<file path="config.mk">
export PLATFORM = sky130hd
export DESIGN_NAME = axi_sram_rw_sched_flat
export DESIGN_NICKNAME = d
export VERILOG_FILES = /design/src/rtl/axi_sram_rw_sched_if.sv /design/src/rtl/axi_sram_rw_sched.sv /design/src/flat_wrapper.sv
export SDC_FILE = /design/constraint.sdc
export NUM_CORES = 1
export LEC_CHECK = 0
export CAP_MARGIN = 0
export CORE_ASPECT_RATIO = 0.5
export CORE_MARGIN = 2
export CORE_UTILIZATION = 38
export DETAILED_ROUTE_END_ITERATION = 16
export PLACE_DENSITY = 0.83
export SLEW_MARGIN = 20
export SYNTH_ARGS = -nofsm -noshare
export SYNTH_HDL_FRONTEND = slang
export SYNTH_SLANG_ARGS = --single-unit
</file>
<file path="constraint.sdc">
create_clock -name aclk -period 3.12 [get_ports aclk]
set_input_delay 0.78 -clock aclk [delete_from_list [all_inputs] [get_ports aclk]]
set_output_delay 0.78 -clock aclk [all_outputs]
set_load 0.03 [all_outputs]
</file>
<file path="src/rtl/axi_sram_rw_sched_if.sv">
// AXI read/write channel bundle between one master and the SRAM scheduler.
// Valid/ready: a transfer happens in a cycle where both are high; a source holds its payload stable while valid waits.
interface axi_sram_rw_sched_if #(
   parameter int ADDR_W = 32,
   parameter int DATA_W = 32,
   parameter int ID_W   = 4
);
   logic [ADDR_W-1:0]   araddr;
   logic [ID_W-1:0]     arid;
   logic [3:0]          arlen;
   logic [1:0]          arburst;
   logic                arvalid;
   logic                arready;

   logic [DATA_W-1:0]   rdata;
   logic [ID_W-1:0]     rid;
   logic [1:0]          rresp;
   logic                rlast;
   logic                rvalid;
   logic                rready;

   logic [ADDR_W-1:0]   awaddr;
   logic [ID_W-1:0]     awid;
   logic [3:0]          awlen;
   logic [1:0]          awburst;
   logic                awvalid;
   logic                awready;

   logic [DATA_W-1:0]   wdata;
   logic [DATA_W/8-1:0] wstrb;
   logic                wlast;
   logic                wvalid;
   logic                wready;

   logic [ID_W-1:0]     bid;
   logic [1:0]          bresp;
   logic                bvalid;
   logic                bready;

   modport master (
      output araddr, arid, arlen, arburst, arvalid, input arready,
      input  rdata, rid, rresp, rlast, rvalid, output rready,
      output awaddr, awid, awlen, awburst, awvalid, input awready,
      output wdata, wstrb, wlast, wvalid, input wready,
      input  bid, bresp, bvalid, output bready
   );

   modport slave (
      input  araddr, arid, arlen, arburst, arvalid, output arready,
      output rdata, rid, rresp, rlast, rvalid, input rready,
      input  awaddr, awid, awlen, awburst, awvalid, output awready,
      input  wdata, wstrb, wlast, wvalid, output wready,
      output bid, bresp, bvalid, input bready
   );
endinterface

</file>
<file path="src/rtl/axi_sram_rw_sched.sv">
// Shares one single-ported 1-cycle SRAM between AXI reads and writes, one burst at a time,
// with round-robin arbitration between read and write requests.
module axi_sram_rw_sched #(
   parameter int ADDR_W = 32,
   parameter int DATA_W = 32,
   parameter int ID_W   = 4
) (
   input  logic                aclk,
   input  logic                aresetn,
   axi_sram_rw_sched_if.slave  m,
   output logic                ram_ren,
   output logic [ADDR_W-1:0]   ram_raddr,
   input  logic [DATA_W-1:0]   ram_rdata,
   output logic [DATA_W/8-1:0] ram_wen,
   output logic [ADDR_W-1:0]   ram_waddr,
   output logic [DATA_W-1:0]   ram_wdata,
   output logic [1:0]          dbg_state
);
   localparam int BYTES = DATA_W / 8;
   localparam int LSB   = $clog2(BYTES);
   localparam logic [ADDR_W-1:0] BEAT = ADDR_W'(BYTES);

   localparam logic [1:0] S_IDLE  = 2'd0;
   localparam logic [1:0] S_RD    = 2'd1;
   localparam logic [1:0] S_WR    = 2'd2;
   localparam logic [1:0] S_WRESP = 2'd3;

   logic [1:0]        state_q;
   logic [ADDR_W-1:0] addr_q;
   logic [ID_W-1:0]   id_q;
   logic [3:0]        len_q;
   logic [1:0]        burst_q;
   logic [4:0]        cnt_q;
   logic [3:0]        rbeat_q;
   logic              out_q;
   logic              last_wr_q;
   logic [1:0]        bresp_q;

   logic              rd_grant;
   logic              wr_grant;
   logic              wrap_ok;
   logic [ADDR_W-1:0] wrap_mask;
   logic [ADDR_W-1:0] addr_inc;
   logic [ADDR_W-1:0] addr_nxt;
   logic              rd_issue;
   logic              rd_hs;
   logic              rd_last;
   logic              wr_beat;
   logic              in_len;

   // On a tie, the channel that did not win last time goes first.
   always_comb begin
      rd_grant = (state_q == S_IDLE) && m.arvalid && (!m.awvalid || last_wr_q);
      wr_grant = (state_q == S_IDLE) && m.awvalid && (!m.arvalid || !last_wr_q);
   end

   // WRAP keeps the bits above the (len+1)-beat window and lets the low bits roll over.
   always_comb begin
      wrap_ok   = (burst_q == 2'b10) &&
                  ((len_q == 4'd1) || (len_q == 4'd3) || (len_q == 4'd7) || (len_q == 4'd15));
      wrap_mask = (ADDR_W'(len_q) << LSB) | ADDR_W'(BYTES - 1);
      addr_inc  = addr_q + BEAT;
      if (burst_q == 2'b00)
         addr_nxt = addr_q;
      else if (wrap_ok)
         addr_nxt = (addr_q & ~wrap_mask) | (addr_inc & wrap_mask);
      else
         addr_nxt = addr_inc;
   end

   always_comb begin
      rd_issue = (state_q == S_RD) && ({1'b0, len_q} >= cnt_q) && (!out_q || m.rready);
      rd_hs    = out_q && m.rready;
      rd_last  = out_q && (rbeat_q == len_q);
      wr_beat  = (state_q == S_WR) && m.wvalid;
      in_len   = (cnt_q <= {1'b0, len_q});
   end

   // Outputs are gated to zero whenever they carry nothing, so reset forces them all low.
   always_comb begin
      m.arready = aresetn && rd_grant;
      m.awready = aresetn && wr_grant;
      m.rvalid  = out_q;
      m.rlast   = rd_last;
      m.rdata   = out_q ? ram_rdata : '0;
      m.rid     = out_q ? id_q : '0;
      m.rresp   = 2'b00;
      m.wready  = (state_q == S_WR);
      m.bvalid  = (state_q == S_WRESP);
      m.bid     = (state_q == S_WRESP) ? id_q : '0;
      m.bresp   = (state_q == S_WRESP) ? bresp_q : 2'b00;
      ram_ren   = rd_issue;
      ram_raddr = rd_issue ? addr_q : '0;
      ram_wen   = (wr_beat && in_len) ? m.wstrb : '0;
      ram_waddr = wr_beat ? addr_q : '0;
      ram_wdata = wr_beat ? m.wdata : '0;
      dbg_state = state_q;
   end

   always_ff @(posedge aclk or negedge aresetn) begin
      if (!aresetn) begin
         state_q   <= S_IDLE;
         addr_q    <= '0;
         id_q      <= '0;
         len_q     <= '0;
         burst_q   <= '0;
         cnt_q     <= '0;
         rbeat_q   <= '0;
         out_q     <= 1'b0;
         last_wr_q <= 1'b1;
         bresp_q   <= 2'b00;
      end else begin
         case (state_q)
            S_IDLE: begin
               if (rd_grant) begin
                  addr_q    <= m.araddr;
                  id_q      <= m.arid;
                  len_q     <= m.arlen;
                  burst_q   <= m.arburst;
                  cnt_q     <= '0;
                  last_wr_q <= 1'b0;
                  state_q   <= S_RD;
               end else if (wr_grant) begin
                  addr_q    <= m.awaddr;
                  id_q      <= m.awid;
                  len_q     <= m.awlen;
                  burst_q   <= m.awburst;
                  cnt_q     <= '0;
                  last_wr_q <= 1'b1;
                  state_q   <= S_WR;
               end
            end
            S_RD: begin
               if (rd_issue) begin
                  out_q   <= 1'b1;
                  rbeat_q <= cnt_q[3:0];
                  cnt_q   <= cnt_q + 5'd1;
                  addr_q  <= addr_nxt;
               end else if (rd_hs) begin
                  out_q <= 1'b0;
               end
               if (rd_hs && rd_last) begin
                  out_q   <= 1'b0;
                  state_q <= S_IDLE;
               end
            end
            S_WR: begin
               if (wr_beat) begin
                  // Saturate so an over-long burst cannot wrap back into range.
                  if (cnt_q != 5'h1f) cnt_q <= cnt_q + 5'd1;
                  addr_q <= addr_nxt;
                  if (m.wlast) begin
                     bresp_q <= (cnt_q == {1'b0, len_q}) ? 2'b00 : 2'b10;
                     state_q <= S_WRESP;
                  end
               end
            end
            S_WRESP: begin
               if (m.bready) state_q <= S_IDLE;
            end
         endcase
      end
   end
endmodule
</file>
<file path="src/flat_wrapper.sv">
// flat-port wrapper written by rule: the top's interface ports become plain ports
module axi_sram_rw_sched_flat 
#(
   parameter int ADDR_W = 32,
   parameter int DATA_W = 32,
   parameter int ID_W   = 4
)
  (aclk, aresetn, ram_ren, ram_raddr, ram_rdata, ram_wen, ram_waddr, ram_wdata, dbg_state, m_araddr, m_arid, m_arlen, m_arburst, m_arvalid, m_arready, m_rdata, m_rid, m_rresp, m_rlast, m_rvalid, m_rready, m_awaddr, m_awid, m_awlen, m_awburst, m_awvalid, m_awready, m_wdata, m_wstrb, m_wlast, m_wvalid, m_wready, m_bid, m_bresp, m_bvalid, m_bready);
  axi_sram_rw_sched_if #(.ADDR_W(ADDR_W), .DATA_W(DATA_W), .ID_W(ID_W)) m_i ();
  input  logic aclk;
  input  logic aresetn;
  output logic ram_ren;
  output logic [ADDR_W-1:0] ram_raddr;
  input  logic [DATA_W-1:0] ram_rdata;
  output logic [DATA_W/8-1:0] ram_wen;
  output logic [ADDR_W-1:0] ram_waddr;
  output logic [DATA_W-1:0] ram_wdata;
  output logic [1:0] dbg_state;
  input wire logic [$bits(m_i.araddr)-1:0] m_araddr;
  input wire logic [$bits(m_i.arid)-1:0] m_arid;
  input wire logic [$bits(m_i.arlen)-1:0] m_arlen;
  input wire logic [$bits(m_i.arburst)-1:0] m_arburst;
  input wire logic [$bits(m_i.arvalid)-1:0] m_arvalid;
  output wire logic [$bits(m_i.arready)-1:0] m_arready;
  output wire logic [$bits(m_i.rdata)-1:0] m_rdata;
  output wire logic [$bits(m_i.rid)-1:0] m_rid;
  output wire logic [$bits(m_i.rresp)-1:0] m_rresp;
  output wire logic [$bits(m_i.rlast)-1:0] m_rlast;
  output wire logic [$bits(m_i.rvalid)-1:0] m_rvalid;
  input wire logic [$bits(m_i.rready)-1:0] m_rready;
  input wire logic [$bits(m_i.awaddr)-1:0] m_awaddr;
  input wire logic [$bits(m_i.awid)-1:0] m_awid;
  input wire logic [$bits(m_i.awlen)-1:0] m_awlen;
  input wire logic [$bits(m_i.awburst)-1:0] m_awburst;
  input wire logic [$bits(m_i.awvalid)-1:0] m_awvalid;
  output wire logic [$bits(m_i.awready)-1:0] m_awready;
  input wire logic [$bits(m_i.wdata)-1:0] m_wdata;
  input wire logic [$bits(m_i.wstrb)-1:0] m_wstrb;
  input wire logic [$bits(m_i.wlast)-1:0] m_wlast;
  input wire logic [$bits(m_i.wvalid)-1:0] m_wvalid;
  output wire logic [$bits(m_i.wready)-1:0] m_wready;
  output wire logic [$bits(m_i.bid)-1:0] m_bid;
  output wire logic [$bits(m_i.bresp)-1:0] m_bresp;
  output wire logic [$bits(m_i.bvalid)-1:0] m_bvalid;
  input wire logic [$bits(m_i.bready)-1:0] m_bready;
  assign m_i.araddr = m_araddr;
  assign m_i.arid = m_arid;
  assign m_i.arlen = m_arlen;
  assign m_i.arburst = m_arburst;
  assign m_i.arvalid = m_arvalid;
  assign m_arready = m_i.arready;
  assign m_rdata = m_i.rdata;
  assign m_rid = m_i.rid;
  assign m_rresp = m_i.rresp;
  assign m_rlast = m_i.rlast;
  assign m_rvalid = m_i.rvalid;
  assign m_i.rready = m_rready;
  assign m_i.awaddr = m_awaddr;
  assign m_i.awid = m_awid;
  assign m_i.awlen = m_awlen;
  assign m_i.awburst = m_awburst;
  assign m_i.awvalid = m_awvalid;
  assign m_awready = m_i.awready;
  assign m_i.wdata = m_wdata;
  assign m_i.wstrb = m_wstrb;
  assign m_i.wlast = m_wlast;
  assign m_i.wvalid = m_wvalid;
  assign m_wready = m_i.wready;
  assign m_bid = m_i.bid;
  assign m_bresp = m_i.bresp;
  assign m_bvalid = m_i.bvalid;
  assign m_i.bready = m_bready;
  axi_sram_rw_sched #(.ADDR_W(ADDR_W), .DATA_W(DATA_W), .ID_W(ID_W)) u_core (.aclk(aclk), .aresetn(aresetn), .m(m_i), .ram_ren(ram_ren), .ram_raddr(ram_raddr), .ram_rdata(ram_rdata), .ram_wen(ram_wen), .ram_waddr(ram_waddr), .ram_wdata(ram_wdata), .dbg_state(dbg_state));
endmodule
</file>
======== Word-level counts from Yosys, hierarchy flattened ========
Index checks and enable logic that the tools add are counted.
word-level totals
  word-level logic and storage cells ...... 112
  memory bits (writable) .................. 0
  ROM bits ................................ 0
  memories kept ........................... 0
  output and inout bits ................... 153
  register bits after elaboration ......... 57
  bits in latches ......................... 0
cells by class
  multiply operators ...................... 0
  reductions and logical operators ........ 36
  bitwise logic cells ..................... 4
  equal/unequal tests ..................... 18
  add/sub/neg operators ................... 2
  shift-type cells ........................ 0
  divide/modulo/power cells ............... 0
  $lt $le $gt $ge ......................... 2
  muxes and demuxes ....................... 40
operator list
  operator                                                         number
  32-bit two-way mux                                               10
  32-bit case mux with 3 select lines                              1
  32-bit by 3-bit adder with 32-bit output, second input constant  1
  32-bit bitwise AND                                               1
  32-bit by 6-bit bitwise AND with 32-bit output                   1
  6-bit NOT with 32-bit output                                     1
  32-bit bitwise OR                                                1
  4-bit two-way mux                                                7
  5-bit two-way mux                                                5
  2-bit two-way mux                                                10
  5-bit case mux with 3 select lines                               1
  1-bit logical AND                                                14
  5-bit AND reduction                                              2
  2-bit by 1-bit != test with 1-bit output, second input constant  4
  2-bit case mux with 4 select lines                               1
  2-bit == test, second input constant                             3
  1-bit logical OR                                                 6
  2-bit AND reduction                                              3
  3-bit nonzero test                                               2
  5-bit by 1-bit adder with 5-bit output, second input constant    1
  5-bit by 4-bit == test with 1-bit output                         1
  4-bit by 5-bit >= comparator with 1-bit output                   1
  5-bit by 4-bit less-or-equal comparator with 1-bit output        1
  1-bit two-way mux                                                5
  14 further kinds                                                 19

======== Depth between registers and ports, before layout ========
Gate-level depths: netlist (run 1).
  word-level depth ........................ 9
  gate-level depth with buffers ........... 10

======== Worst setup path after synthesis (run 1) ========
No wires, ideal clock.
  kind .................................... reg2out
  from .................................... register u_core.len_q[1]
  to ...................................... output port ram_raddr[22]
  data arrival time ....................... 2.508 ns
  setup slack ............................. -0.168 ns
  cell stages (with the launch flop) ...... 8
  path buffers ............................ 1
  path through ............................ dfrtp_1 > ha_1 > nand2b_1 > a211o_1 > and2_1 > nor3b_2 > clkbuf_1 > and2_1
between the ends
  cells in the longest elaborated chain, start to end .. 4
ends and longest elaborated chain
  element                                         line                      source
  from (decl)                                     axi_sram_rw_sched.sv:31   logic [3:0] len_q;
  from (signal assigned)                          axi_sram_rw_sched.sv:118  len_q <= m.arlen;
  from (signal assigned)                          axi_sram_rw_sched.sv:126  len_q <= m.awlen;
  4-bit by 5-bit >= comparator with 1-bit output  axi_sram_rw_sched.sv:72   rd_issue = (state_q == S_RD) && ({1'b0, len_q} >= cnt_q) && (!out_q || m.rready);
  1-bit logical AND (2 in series)                 axi_sram_rw_sched.sv:72
  named net ram_ren                               flat_wrapper.sv:12        output logic ram_ren;
  32-bit two-way mux                              axi_sram_rw_sched.sv:93   ram_raddr = rd_issue ? addr_q : '0;
  to (decl)                                       flat_wrapper.sv:13        output logic [ADDR_W-1:0] ram_raddr;
The timed path passes the listed nets, and every way through them passes these cells.

======== Worst setup path after layout (run 1) ========
  from .................................... register u_core.cnt_q[3]
  to ...................................... output port ram_raddr[9]
between the ends
  cells in the longest elaborated chain, start to end .. 4
ends and longest elaborated chain
  element                                         line                      source
  from (decl)                                     axi_sram_rw_sched.sv:33   logic [4:0] cnt_q;
  from (signal assigned)                          axi_sram_rw_sched.sv:137  cnt_q <= cnt_q + 5'd1;
  from (signal assigned)                          axi_sram_rw_sched.sv:150  if (cnt_q != 5'h1f) cnt_q <= cnt_q + 5'd1;
  4-bit by 5-bit >= comparator with 1-bit output  axi_sram_rw_sched.sv:72
  1-bit logical AND (2 in series)                 axi_sram_rw_sched.sv:72
  32-bit two-way mux                              axi_sram_rw_sched.sv:93
Every way passes these cells.

==> results.md, run 1 <==
- Power share of the sequential group: 0.184
- Synthesized flop and latch total: 56
- Starting density of the core: 0.3896
- Final period util: 1.027
- DR vias: 6086
- Top-count cell post-synth: and2_1
- Drt pass-1 iters: 5
- Routability cong.: 0.9131
- Routed wire per std cell: 20.99 µm
- WP data arrival: roughly 2.4 ns
- Syn avg cell area: roughly 8.4 µm²
- MaxCap Viol Count: 0
- Measured slew at the worst slew-check pin: approximately 0.75 ns
- H-tree depth: 2
- Top_reg_cell synth: dfrtp_1
- Die height: 84.57 µm
- Iter 0 DRT Violations: around 500
- CP bufs+invs: 4
- Startpoint types: flop
- Post-Route WL: 22310 µm
- Final core utilization: 0.6943
- Largest delay contributor family on the critical path: simple AND/OR/NAND/NOR gates
- Filler cell count: 974
- EDFF count, synth: 0
- Fin area: 8792 µm²
- WP data required: 2.34 ns
- Fin worst setup slack: -0.08528 ns
- Clk_skew: 0.006708 ns
- Yosys top cell by area: dfrtp_1
- Power Density: 946.0 nW/µm²
- CP max-delay cell: dfrtp_1
- Clock buffer count from CTS: 5
- Setup slack, reg-to-reg: about 0.4 ns
- Internal power: 4.105 mW
- Post-synthesis cell count: 586
- Leading post-synthesis cells by cell area: dfrtp_1 28%, and2_1 10%, mux2i_1 8.5%
- CP cell instances: inv_1, ha_1, nand2b_1, a211o_1, and2_4, nor3b_4, buf_6, buf_6, and2_4, buf_12
- Clock share of power: 0.073
- Final setup viols: 31
- Seq/Total Area, Yosys: 0.2843
- Clk pin slew, worst setup/hold paths: 0.07 ns
- Synth Warn #: 0
- Clock root buffer: clkbuf_16
- Crit Path Max Fanout: 5
- Max Root-Sink Buffers: 2
- TritonCTS clock tree: yes
- Post-synth top area share: 0.2790
- Async SR Flop Fraction: 1.000
- RSZ-0062 raised after global routing: true
- Area of the multi-input gates: 3362 µm²
- Static leakage: 3.875 nW
- DPL Wire Length: between 15000 and 20000 µm
- Final Hold Violating Endpoints: 0
- DR vias/cell: approximately 5.7
- Crit. End Element: output pin
- Num Clock Sinks: between 50 and 60
- Min Tclk post-route: 3.205 ns
- Placed Area: 8382 µm²
- Number of global-route vias before repair: 5862
- Synthesized cell area: 4933 µm²
- IO Pins: around 310
- Core area: 12660 µm²
- Num rows: 29
- Die X: 165.1 µm
- Net Sw Power: 4.212 mW
- Register area: between 1000 and 1500 µm²
- Failing checks: negative setup slack
- GRT Util Overall: 0.3013
- Final Max Slew Viols: 0
- Combinational Power Share: 0.743
- Status: finished, violations left
- Initial antenna violation count: 1
- Pin count of the biggest net entering global routing: between 50 and 60
- Achievable Freq: 312.0 MHz
- Ratio of cells with drive above 1 in the final layout: 0.2287
- Clock Latency Late Sink: 0.30 ns
- DRC violations left: 0
- Synth unique cells: between 50 and 60
- Fin nets: 1064
- Routed Antenna Nets: 0
- Slowest stage delay, CP: around 0.38 ns
- First-pass GRT wire length: approximately 33000 µm
- VDD IR max: approximately 650 µV
- Sw frac: 0.5065
- Hold/Removal Path Class: flop to flop
- Total congestion overflow: 0
- Worst relative slew slack: 0.5000
- Most instantiated cells after synthesis: 80 x and2_1, 64 x and3_1, 55 x dfrtp_1
- Port buffer count: 309
- Crit path kind: flop to output pin
- Synth-to-Final Area Change: 78.21%
- DIE AREA: 13970 µm²
[final cells by class]
class | instances | share of cell area
Timing Repair Buffer | 345 | 0.4079
Multi-Input combinational cell | 465 | 0.3824
Sequential cell | 56 | 0.1598
Tap cell | 170 | 0.02419
Clock buffer | 7 | 0.01736
Inverter | 19 | 0.008112
Antenna cell | 1 | 0.0002846
[per-layer routing]
metal,global-route usage,share of wire,up-vias
met5,0,0,-
met4,0.08300,0.021,0
met3,0.06324,0.099,40
met2,0.5064,0.48,336
met1,0.3939,0.40,2947
li1,-,-,2763
[worst paths after layout]
path / to / start / cells past startpoint
max in group asynchronous: u_core.len_q[2]$_DFFE_PN0P_ / aresetn / 2
setup reg to reg: u_core.addr_q[12]$_DFFE_PN0P_ / u_core.dbg_state[0]$_DFFE_PN0P_ / 6
hold / removal: u_core.bresp_q[1]$_DFFE_PN0P_ / u_core.bresp_q[1]$_DFFE_PN0P_ / 2
min in group asynchronous: u_core.dbg_state[1]$_DFFE_PN0P_ / aresetn / 2
hold reg to reg: u_core.bresp_q[1]$_DFFE_PN0P_ / u_core.bresp_q[1]$_DFFE_PN0P_ / 2
setup / recovery: ram_raddr[9] / u_core.cnt_q[3]$_DFFE_PN0P_ / 10
[power by group through the flow]
stage | clock [mW] | sequential [mW] | combinational [mW]
floorplan | 0 | 1.42 | 3.70
global placement | 0 | 1.50 | 5.68
detailed placement | 0 | 1.51 | 5.81
CTS | 0.607 | 1.50 | 6.00
global route | 0.635 | 1.57 | 6.58
finish | 0.605 | 1.53 | 6.18
[state kept, by name, indices dropped and copies added, names as in the netlist, named ones only]
register          cells
u_core.addr_q        29
u_core.cnt_q          5
u_core.id_q           4
u_core.len_q          4
u_core.rbeat_q        4
u_core.burst_q        2
u_core.dbg_state      2
u_core.bresp_q        1
u_core.last_wr_q      1
u_core.m.rvalid       1
[cell usage in the layout (no fill, tap or decap), types with 12 or more instances in the layout]
master	count
mux2i_1	42
o21ai_0	24
and2_4	21
nand2_1	38
nand3_1	22
a211o_1	15
a22o_1	17
buf_4	91
clkdlybuf4s50_1	205
mux2_2	12
and3_1	64
buf_6	12
and2_1	59
inv_1	18
o22ai_1	16
nor2_1	18
buf_12	34
dfrtp_1	53
[logic make-up (layout without fill, tap and decap cells)]
logic type                 after synthesis  after routing  share of synthesized area
DFF                                     56             56                     0.2843
other                                    1              4                  0.0007601
AOI/OAI and AO/OA                      126            126                     0.1917
adders and majority gates               12             12                    0.03043
xor gates and xnor gates                 6              6                    0.01065
and+or+nand+nor                        264            264                     0.3117
buffers and inverters                   67            371                    0.05782
muxes                                   54             54                     0.1126
[repair_timing]
item                                    CTS  global route
pin swaps                                 2             1
cloned                                    1             2
gates resized for setup                  26            14
hold buffers                              0             0
endpoints found under the setup margin   37            34
buffers inserted                          7             5
[stage by stage]
step                      hold slack, ns  setup TNS [ns]  setup slack, ns  cells  total power [mW]
final                             0.4891          -1.592         -0.08528   1063             8.317
after global routing              0.5400          -4.478          -0.1664   1062             8.783
after CTS                         0.4911        -0.06355         -0.01097   1056             8.103
after detailed placement          0.4754               0           0.1200   1041             7.322
after global placement            0.4573               0           0.1830   1041             7.173
after floorplan                   0.4421               0          0.06993    588             5.113
[worst min-delay path, delay by kind of cell, from the launching register on]
family	cells	cell delay [ns]
AOI/OAI and AO/OA	1	0.06
and+or+nand+nor	1	0.05
DFF	1	0.35
(Power assumes the default switching activity.)
==> run 2: changes to the inputs <==
Settings changed: CORE_MARGIN 2 to not set.
==> results.md, run 2 (same netlist as run 1, synthesis figures left out) <==
- Total congestion overflow: 0
- Static leakage: 3.866 nW
- DPL Wire Length: 16540 µm
- Placed insts: 1042
- Post-Route WL: 22560 µm
- Filler cell count: 907
- Setup slack, reg-to-reg: 0.35 ns
- Most common cell after layout, fill and taps aside: clkdlybuf4s50_1
- DR vias/cell: around 5.8
- Antenna diodes: 0
- Area of the multi-input gates: 3366 µm²
- Core area: 12230 µm²
- MaxCap Viol Count: 0
- Dpl ws: 0.1632 ns
- Largest reg by FF count: u_core.addr_q
- Iter 0 DRT Violations: 721
- WP data required: around 2.3 ns
- Max reg flops: 29
- VDD IR max: about 610 µV
- Drt pass-1 iters: 5
- Fin worst setup slack: -0.06683 ns
- Pin count of the biggest net entering global routing: 57
- Achievable Freq: between 300 and 400 MHz
- Top flop regs: u_core.addr_q (29), u_core.cnt_q (5)
- Final setup viols: 32
- Post-Layout Cell Count: 1065
- Power Density: 953.2 nW/µm²
- Crit path kind: flop to output pin
- Max Root-Sink Buffers: 2
- Routed wire per std cell: 21.18 µm
- Port buffer count: between 300 and 400
- Crit Path Max Fanout: 5
- Routed Antenna Nets: 0
- Measured slew at the worst slew-check pin: approximately 0.77 ns
- Die height: 82.57 µm
- Die X: 163.1 µm
- DRC violations left: 0
- TritonCTS clock tree: yes
- Internal power: 4.153 mW
- Power share of the sequential group: 0.191
- Num Clock Sinks: 56
- Clock share of power: 0.074
- Clock buffer count from CTS: 5
- Min Tclk post-route: 3.187 ns
- Clock root buffer: clkbuf_16
- RSZ-0062 raised after global routing: true
- Worst relative slew slack: 0.4864
- Final period util: 1.021
- Final Hold Violating Endpoints: 0
- DR vias: between 6000 and 7000
- GRT Util Overall: 0.3127
- Hold/Removal Path Class: flop to flop
- Number of global-route vias before repair: 5717
- H-tree depth: 2
- Clk pin slew, worst setup/hold paths: ~0.080 ns
- Initial antenna violation count: 2
- Final Max Slew Viols: 0
- Fin nets: 1071
- Starting density of the core: 0.4035
- Status: finished, violations left
- Clk_skew: 0.006550 ns
- Setup TNS: -1.330 ns
- DIE AREA: 13470 µm²
- Register area: 1405 µm²
- Most frequent cells in the layout: 222 x clkdlybuf4s50_1, 88 x buf_4, 64 x and3_1
- First-pass GRT wire length: about 32000 µm
- Startpoint types: flop
- Final core utilization: 0.7221
- Num rows: 28
- Sw frac: 0.5065
- IO Pins: 313
- Combinational Power Share: 0.735
- Routability cong.: 0.8869
- Ratio of cells with drive above 1 in the final layout: 0.2144
- WP data arrival: 2.41 ns
- Clock Latency Late Sink: 0.30 ns
- Crit. End Element: output pin
- Net Sw Power: 4.262 mW
- Synth-to-Final Area Change: 78.95%
- Failing checks: negative setup slack
==> run 2: final timing paths <==
kind / end / start / cells after the start
worst max register to register: u_core.addr_q[31]$_DFFE_PN0P_ / u_core.dbg_state[0]$_DFFE_PN0P_ / 6
worst max-delay path: ram_raddr[4] / u_core.cnt_q[3]$_DFFE_PN0P_ / 11
worst min-delay path: u_core.bresp_q[1]$_DFFE_PN0P_ / u_core.bresp_q[1]$_DFFE_PN0P_ / 2
max in group asynchronous: u_core.cnt_q[0]$_DFFE_PN0P_ / aresetn / 2
min in group asynchronous: u_core.len_q[3]$_DFFE_PN0P_ / aresetn / 2
worst min register to register: u_core.bresp_q[1]$_DFFE_PN0P_ / u_core.bresp_q[1]$_DFFE_PN0P_ / 2
==> run 2: per-stage QoR <==
step	total power [mW]	instance area, µm²	hold slack (ns)
detailed placement	7.324	8372	0.4627
finish	8.415	8828	0.4785
global placement	7.195	8372	0.4575
floorplan	5.113	4949	0.4421
global route	8.865	8828	0.5180
CTS	8.093	8668	0.4793
==> run 2: critical path, stage by stage (launching register included) <==
cell	delay, ns
dfrtp_1	0.38
inv_1	0.06
ha_1	0.28
nand2b_1	0.09
buf_4	0.15
a2bb2oi_1	0.14
and2_4	0.16
nor3b_4	0.21
buf_6	0.19
clkbuf_16	0.17
and2_4	0.16
buf_12	0.11
==> run 2: final cells by class <==
class | count | share of cell area
Timing Repair Buffer | 352 | 0.4109
Multi-Input combinational cell | 465 | 0.3812
Sequential cell | 56 | 0.1592
Tap cell | 165 | 0.02338
Clock buffer | 6 | 0.01573
Inverter | 19 | 0.008078
Clock inverter | 2 | 0.001559
==> run 2: timing repair <==
action / 4_1_cts / 5_1_grt
gates resized for setup: 23 / 16
pin swaps: 4 / 1
endpoints found under the setup margin: 32 / 77
buffers inserted: 6 / 5
cloned: 1 / 3
endpoints found under the hold margin: 0 / 0
hold buffers: 0 / 0
==> run 2: routing by layer <==
layer  part of all wire  vias to the layer above  GRT usage
met4              0.021                        0    0.07944
met3              0.091                       43    0.05844
met1               0.41                     3056     0.4062
met2               0.48                      340     0.5394
met5                  0                        -          0
li1                   -                     2776          -
==> run 2: power by group through the flow <==
stage               sequential, mW  combinational [mW]  clock [mW]
floorplan                     1.42                3.70           0
global placement              1.57                5.62           0
detailed placement            1.58                5.75           0
CTS                           1.56                5.92       0.615
global route                  1.66                6.55       0.654
finish                        1.61                6.19       0.621
